File: src/rtl/waveform_timer_ctrl_if.sv
// Handshake bundle between the waveform timer controller and its stream/datapath side.
// The master side drives the stream and handshakes; the slave side is the controller.
interface waveform_timer_ctrl_if;
  logic data;
  logic done_counting;
  logic ack;
  logic shift_ena;
  logic count_ena;
  logic done;
  logic timeout;
  logic busy;

  modport master (
    output data, done_counting, ack,
    input  shift_ena, count_ena, done, timeout, busy
  );

  modport slave (
    input  data, done_counting, ack,
    output shift_ena, count_ena, done, timeout, busy
  );
endinterface

File: src/rtl/waveform_timer_ctrl.sv
// Control FSM for the waveform shift/count datapath: finds the start pattern,
// runs the shift and count phases, then waits for acknowledge.
module waveform_timer_ctrl #(
  parameter int               PAT_W     = 4,
  parameter logic [PAT_W-1:0] PATTERN   = 4'b1101,
  parameter int               SHIFT_LEN = 4,
  parameter int               TIMEOUT   = 0
) (
  input logic                  clk,
  input logic                  reset,
  waveform_timer_ctrl_if.slave ctrl
);

  localparam int HIST_W = PAT_W - 1;
  localparam int FILL_W = $clog2(PAT_W);
  localparam int SCNT_W = $clog2(SHIFT_LEN + 1);
  localparam int TCNT_W = (TIMEOUT == 0) ? 1 : $clog2(TIMEOUT + 1);
  localparam bit TIMEOUT_EN = (TIMEOUT != 0);

  localparam logic [FILL_W-1:0] FILL_MAX  = FILL_W'(PAT_W - 1);
  localparam logic [SCNT_W-1:0] SCNT_LAST = SCNT_W'(SHIFT_LEN - 1);
  localparam logic [TCNT_W-1:0] TCNT_LAST = TCNT_W'((TIMEOUT == 0) ? 0 : TIMEOUT - 1);

  typedef enum logic [1:0] {
    S_SEARCH,
    S_SHIFT,
    S_COUNT,
    S_DONE
  } state_t;

  state_t              state_q, state_d;
  logic [HIST_W-1:0]   hist_q, hist_d;
  logic [FILL_W-1:0]   fill_q, fill_d;
  logic [SCNT_W-1:0]   scnt_q, scnt_d;
  logic [TCNT_W-1:0]   tcnt_q, tcnt_d;
  logic                timeout_q, timeout_d;
  logic [PAT_W-1:0]    shifted;

  always_ff @(posedge clk) begin
    if (reset) begin
      state_q   <= S_SEARCH;
      hist_q    <= '0;
      fill_q    <= '0;
      scnt_q    <= '0;
      tcnt_q    <= '0;
      timeout_q <= 1'b0;
    end else begin
      state_q   <= state_d;
      hist_q    <= hist_d;
      fill_q    <= fill_d;
      scnt_q    <= scnt_d;
      tcnt_q    <= tcnt_d;
      timeout_q <= timeout_d;
    end
  end

  // History only evolves in SEARCH and is zeroed on leaving it, so every
  // re-entry starts from an empty history with no stale bits.
  always_comb begin
    state_d   = state_q;
    hist_d    = hist_q;
    fill_d    = fill_q;
    scnt_d    = scnt_q;
    tcnt_d    = tcnt_q;
    timeout_d = 1'b0;
    shifted   = {hist_q, ctrl.data};

    case (state_q)
      S_SEARCH: begin
        if (fill_q == FILL_MAX && shifted == PATTERN) begin
          state_d = S_SHIFT;
          scnt_d  = '0;
          hist_d  = '0;
          fill_d  = '0;
        end else begin
          hist_d = shifted[HIST_W-1:0];
          if (fill_q != FILL_MAX) begin
            fill_d = fill_q + FILL_W'(1);
          end
        end
      end

      S_SHIFT: begin
        if (scnt_q == SCNT_LAST) begin
          state_d = S_COUNT;
          tcnt_d  = '0;
        end else begin
          scnt_d = scnt_q + SCNT_W'(1);
        end
      end

      // done_counting wins over a timeout landing on the same edge.
      S_COUNT: begin
        if (ctrl.done_counting) begin
          state_d = S_DONE;
        end else if (TIMEOUT_EN && tcnt_q == TCNT_LAST) begin
          state_d   = S_SEARCH;
          timeout_d = 1'b1;
        end else if (TIMEOUT_EN) begin
          tcnt_d = tcnt_q + TCNT_W'(1);
        end
      end

      S_DONE: begin
        if (ctrl.ack) begin
          state_d = S_SEARCH;
        end
      end

      default: begin
        state_d = S_SEARCH;
      end
    endcase
  end

  assign ctrl.shift_ena = (state_q == S_SHIFT);
  assign ctrl.count_ena = (state_q == S_COUNT);
  assign ctrl.done      = (state_q == S_DONE);
  assign ctrl.timeout   = timeout_q;
  assign ctrl.busy      = (state_q != S_SEARCH);

endmodule
File: src/flat_wrapper.sv
// flat-port wrapper written by rule: the top's interface ports become plain ports
module waveform_timer_ctrl_flat 
#(
  parameter int               PAT_W     = 4,
  parameter logic [PAT_W-1:0] PATTERN   = 4'b1101,
  parameter int               SHIFT_LEN = 4,
  parameter int               TIMEOUT   = 0
)
  (clk, reset, ctrl_data, ctrl_done_counting, ctrl_ack, ctrl_shift_ena, ctrl_count_ena, ctrl_done, ctrl_timeout, ctrl_busy);
  waveform_timer_ctrl_if ctrl_i ();
  input logic clk;
  input logic reset;
  input wire logic [$bits(ctrl_i.data)-1:0] ctrl_data;
  input wire logic [$bits(ctrl_i.done_counting)-1:0] ctrl_done_counting;
  input wire logic [$bits(ctrl_i.ack)-1:0] ctrl_ack;
  output wire logic [$bits(ctrl_i.shift_ena)-1:0] ctrl_shift_ena;
  output wire logic [$bits(ctrl_i.count_ena)-1:0] ctrl_count_ena;
  output wire logic [$bits(ctrl_i.done)-1:0] ctrl_done;
  output wire logic [$bits(ctrl_i.timeout)-1:0] ctrl_timeout;
  output wire logic [$bits(ctrl_i.busy)-1:0] ctrl_busy;
  assign ctrl_i.data = ctrl_data;
  assign ctrl_i.done_counting = ctrl_done_counting;
  assign ctrl_i.ack = ctrl_ack;
  assign ctrl_shift_ena = ctrl_i.shift_ena;
  assign ctrl_count_ena = ctrl_i.count_ena;
  assign ctrl_done = ctrl_i.done;
  assign ctrl_timeout = ctrl_i.timeout;
  assign ctrl_busy = ctrl_i.busy;
  waveform_timer_ctrl #(.PAT_W(PAT_W), .PATTERN(PATTERN), .SHIFT_LEN(SHIFT_LEN), .TIMEOUT(TIMEOUT)) u_core (.clk(clk), .reset(reset), .ctrl(ctrl_i));
endmodule
File: config.mk
export PLATFORM = sky130hd
export DESIGN_NAME = waveform_timer_ctrl_flat
export DESIGN_NICKNAME = d
export VERILOG_FILES = /design/src/rtl/waveform_timer_ctrl_if.sv /design/src/rtl/waveform_timer_ctrl.sv /design/src/flat_wrapper.sv
export SDC_FILE = /design/constraint.sdc
export NUM_CORES = 1
export LEC_CHECK = 0
export CORE_MARGIN = 5
export CORE_UTILIZATION = 40
export CTS_BUF_LIST = sky130_fd_sc_hd__clkbuf_8
export DETAILED_ROUTE_END_ITERATION = 12
export SLEW_MARGIN = 40
export SYNTH_ARGS = -nofsm -noshare
export SYNTH_HDL_FRONTEND = slang
export SYNTH_SLANG_ARGS = --single-unit
export TNS_END_PERCENT = 10
File: constraint.sdc
create_clock -name clk -period 2.09 [get_ports clk]
set_input_delay 0.209 -clock clk [delete_from_list [all_inputs] [get_ports clk]]
set_output_delay 0.209 -clock clk [all_outputs]
set_load 0.1 [all_outputs]
# After elaboration in Yosys (flattened, before gate mapping)
# Cells that the tools add are included.
dict set report totals {
  latchBits 0
  mem_bits_rw 0
  inputBits 5
  output_inout_bits 5
  mem_bits_ro 0
  word_cells 37
  memories 0
  ff_bits 10
}
dict set report op_classes {
  muxes 11
  n_eq_ne 12
  div_mod_pow 0
  n_reduce_logical 8
  n_addsub 2
  n_shift 0
  n_mul 0
  magnitude_cmp 0
  n_bitwise 0
}
# op count
set op_table {}
lappend op_table {{$mux 2} 6}
lappend op_table {{$mux 3} 3}
lappend op_table {{$ne 2x2->1 const B} 4}
lappend op_table {{$pmux 2 s4} 1}
lappend op_table {{$eq 2x2->1 const B} 3}
lappend op_table {{$pmux 3 s2} 1}
lappend op_table {{$reduce_bool 2->1} 3}
lappend op_table {{$eq 4x4->1 const B} 1}
lappend op_table {{$ne 2x1->1 const B} 2}
lappend op_table {{$reduce_and 4->1} 1}
lappend op_table {{$add 3x1->3 const B} 1}
lappend op_table {{$eq 3x2->1 const B} 1}
lappend op_table {{$reduce_and 3->1} 1}
lappend op_table {{$add 2x1->2 const B} 1}
lappend op_table {{$eq 2x1->1 const B} 1}
lappend op_table {{$logic_not 2->1} 1}
lappend op_table {{$reduce_and 2->1} 1}
lappend op_table {{$logic_and 1x1->1} 1}

# Logic depth before layout (Yosys ltp)
dict set report logic_depth {
  depth_word 4
  depth_mapped 7
  depth_no_buf 6
}

# Worst setup path after synthesis
# Ideal clock, no wire load.
dict set report synth_path {
  path_type {register -> register}
  startpoint {register u_core.state_q[1]}
  endpoint {register u_core.state_q[0]}
  setup_ns 0.134
  stages_incl_launch_ff 8
  period_less_slack_ns 2.348
  t_arrival_ns 2.215
  t_required_ns 1.956
  setup_slack_ns -0.258
  path_buffers 1
  path_cell_list {dfxtp_1 -> inv_1 -> ha_1 -> buf_6 -> nor2b_1 -> or4_4 -> o21ai_0 -> o41ai_2}
}
dict set report synth_via {
  elab_chain_cells 3
  elab_cells_between_ends 10
  classes_between {7 x eq/ne; 1 x mux; 2 x reduce/logical}
}
# element line_no
set synth_lines {}
lappend synth_lines {{from (decl)} waveform_timer_ctrl.sv:31} ;# state_t state_q, state_d;
lappend synth_lines {{from (signal assigned)} waveform_timer_ctrl.sv:48} ;# state_q <= state_d;
lappend synth_lines {{$eq 2x1->1 *} --}
lappend synth_lines {{via ctrl_shift_ena} flat_wrapper.sv:16} ;# output wire logic [$bits(ctrl_i.shift_ena)-1:0] ctrl_shift_ena;
lappend synth_lines {{$ne 2x1->1 (no line)} --}
lappend synth_lines {{$reduce_and 4->1 (no line)} --}
# The timed path passes the listed nets; every way through them passes the cells marked *.
# A chain may end at the register's enable or synchronous reset.

# Final worst setup path
dict set report layout_path {
  startpoint {register u_core.state_q[0]}
  endpoint {register u_core.state_q[0]}
}
dict set report layout_via {
  elab_chain_cells 3
  elab_cells_between_ends 10
  classes_between {7 x eq/ne; 1 x mux; 2 x reduce/logical}
}
# element line_no
set layout_lines {}
lappend layout_lines {{$eq 2x1->1 (tied with other cells)} waveform_timer_ctrl.sv:68} ;# case (state_q)
lappend layout_lines {{$ne 2x1->1 (no line) / $ne 2x2->1 (equally long branches)} --}
lappend layout_lines {{$reduce_and 4->1 (no line)} --}
# Parallel ways exist; a longest one is shown, timed or not.

==> flow_metrics.tcl <==
set metrics [dict create \
    cts_htree_levels 1 \
    p_int_uw 350.2 \
    areaGrowthSynthToFinish_pct 24.05 \
    synth-seq-area-share_pct 28.93 \
    detailed_place.area_sq_um 817.0 \
    worstHoldPathType "reg -> reg" \
    area_of_the_multi_input_gates_sq_um 447.9 \
    number_of_cells_in_the_finished_layout_apart_from_fillers 110 \
    netSwitchingPower_uw 105.9 \
    antenna_cells_inserted 0 \
    worstSetupPathType "reg -> reg" \
    initial_core_util_pct 40.96 \
    post-route-worst-setup-slack_ps 266.2 \
    worstSetupStartpointType "flop" \
    p_seq_share_pct 45.4 \
    yosysTopAreaCell "sky130_fd_sc_hd__dfxtp_1" \
    die-area_sq_mm 0.002662 \
    grt_antenna_before_repair 0 \
    power_frac_comb_pct 11.3 \
    cellLeakagePower_uw 0.0003579 \
    routed_wire_length_per_instance_microns 11.95 \
    synth.net_count 95 \
    grt_setup_unrepaired "false" \
    routed.top_layer "met4" \
    synthesis.instances 82 \
    globalplace.congestion 0.7272 \
    cts_setup_buffers 0 \
    antenna_left 0 \
    worstPathCellList "inv_1, ha_1, nor2b_1, or4_4, o21ai_0, o41ai_2" \
    grt_util_all_layers_pct 11.88 \
    vias_in_the_first_global_route 562 \
    io_pins 10 \
    power.density_cell_area_mw_per_mm2 531.5 \
    grt_max_degree 12 \
    ctsLongestPathBuffers 2 \
    dp.cells 107 \
    route.vias.total 588 \
    max_stage_delay_ps 560 \
    synth_cell_types 27 \
    synth.top_cell.area_share_pct 28.93 \
    viasPerCell 5.345 \
    final_design_area_no_fill_sq_um 858.3 \
    critical_path_arrival_ps 1930 \
    post-place-ws_ps 278.7 \
    design_power_total_uw 456.2 \
    postRouteWirelength_microns 1315 \
    final.fill_count 167 \
    mostFrequentLayoutCell "sky130_fd_sc_hd__nor2_1" \
    fin_crit_sh_pct 87.26 \
    maxClockFrequency_mhz 548.3 \
    cts-root-buf "sky130_fd_sc_hd__clkbuf_8" \
    die_width_microns 51.59 \
    net_switching_fraction_of_the_power_pct 23.22 \
    place.port_buffers 8 \
    slowest_stage "sky130_fd_sc_hd__or4_4" \
    cp_data_required_time_ps 2200 \
    grt_remaining_overflow 0 \
    clock-skew-final_ps 5.112 \
    syn-mean-instance-area_sq_um 8.438 \
    irDropWorstVdd_mv 0.4010 \
    most-common-layout-cells "sky130_fd_sc_hd__nor2_1, sky130_fd_sc_hd__dfxtp_1, sky130_fd_sc_hd__nor2b_1" \
    dr_wl_met2_microns 637 \
    totalNegativeSetupSlack_ps 0 \
    placeableCoreArea_sq_mm 0.001689 \
    place_hpwl_microns 1020 \
    max_cap_viol_count 0 \
    grt_pass1_wl_microns 2325 \
    syn-cell-area_sq_um 691.9 \
    dr.pass1.iters 4 \
    netlist_top_cells_area "sky130_fd_sc_hd__dfxtp_1, sky130_fd_sc_hd__ha_1, sky130_fd_sc_hd__nor2b_1" \
    highest_net_fanout_along_the_worst_path 4 \
    postSynthRegisterBits 10 \
    result_of_the_run "finished clean" \
    detailedRoute.firstIterationViolations 10 \
    detail_route.wirelength.met1_microns 585 \
    fin_crit_ps 1824 \
    slew_viol_final 0 \
    clkPwrFrac_pct 43.4 \
    drive_gt1_share_pct 19.35 \
    insertion_delay_of_the_later_clocked_pin_in_the_worst_skew_pair_ps 230 \
    cell_rows 15 \
    cts_resized 0 \
    cts.sinks 10 \
    synth_warnings 0 \
    net_count_final 108 \
    finalSetupViolCount 0 \
    regArea_sq_um 200.2 \
    cts.reportedPaths.clkPinSlew_ps 50 \
    route.detailed.drc 0 \
    report.final.hold_viol_count 0 \
    cts-buffers-inserted 3 \
    cts_hold_buf 0 \
    critical_path.endpoint_type "flop" \
    fp.dieH_microns 51.59 \
    tritoncts "built" \
    detailroute.wirelength.met3_microns 68 \
]
-- Yosys cell counts (all sizes together) --
cell,count
and4b,1
dfxtp,10
o221ai,2
nand4b,1
o21ai,3
nor2b,7
inv,6
a21oi,4
nor2,11
or3b,1
buf,2
mux2i,2
ha,8
nor4,1
clkbuf,2
nand2,6
mux2,1
a31oi,3
nand2b,3
nor3,1
or4,1
a32o,1
a211oi,1
o41ai,2
o32a,1
conb,1
-- logic make-up after synthesis --
group                      count (synthesis)  synth area share (%)
AOI/OAI and AO/OA                         17                 18.99
adders and majority gates                  8                 14.47
buffers and inverters                     10                 7.053
DFF                                       10                 28.93
muxes                                      3                 4.521
other                                      1                0.5420
and+or+nand+nor                           33                 25.50
-- flip-flops by register name (all words and copies together) (netlist names) --
register / count
u_core.scnt_q: 3
u_core.hist_q: 3
u_core.fill_q: 2
u_core.state_q: 2
-- critical path: cells and delay by family (launching register included) --
kind            cells  cell delay, ps
fa+ha+maj           1             210
flops               1             350
buf+inv             1             100
compound gates      2             330
simple gates        2             700
-- layer usage --
layer,vias up,track usage [%]
li1,307,-
met1,267,13.74
met2,9,19.28
met3,5,4.585
met4,0,5.240
met5,-,0
-- cell type report --
class	instances	area share [%]
multi-input combinational	62	52.19
tap	17	2.478
clock buffer	3	4.810
inverter	6	2.624
timing repair buffer	12	14.58
sequential	10	23.32
-- power by group through the flow --
stage	Clock, uW	Combinational [uW]	Sequential, uW
2_1_floorplan	0	37.8	209
3_3_place_gp	0	50.5	210
3_5_place_dp	0	51.4	210
4_1_cts	207	51.5	207
5_1_grt	219	56.9	208
6_report	198	51.4	207
-- path summary, 6_finish.rpt --
check	from	end	slack [ps]	depth (start not counted)
setup / recovery	u_core.state_q[0]	u_core.state_q[0]	270	6
hold / removal	u_core.fill_q[0]	u_core.fill_q[0]	480	1
setup reg to reg	u_core.state_q[0]	u_core.state_q[0]	270	6
hold reg to reg	u_core.fill_q[0]	u_core.fill_q[0]	480	1
-- stage by stage --
stage	hold WS [ps]	utilization, %
3_3_place_gp	470.1	48.37
5_1_grt	524.5	50.81
4_1_cts	480.5	50.81
2_1_floorplan	366.9	-
6_report	475.0	50.81
3_5_place_dp	466.7	48.37
Power figures use the tool's default switching activity.
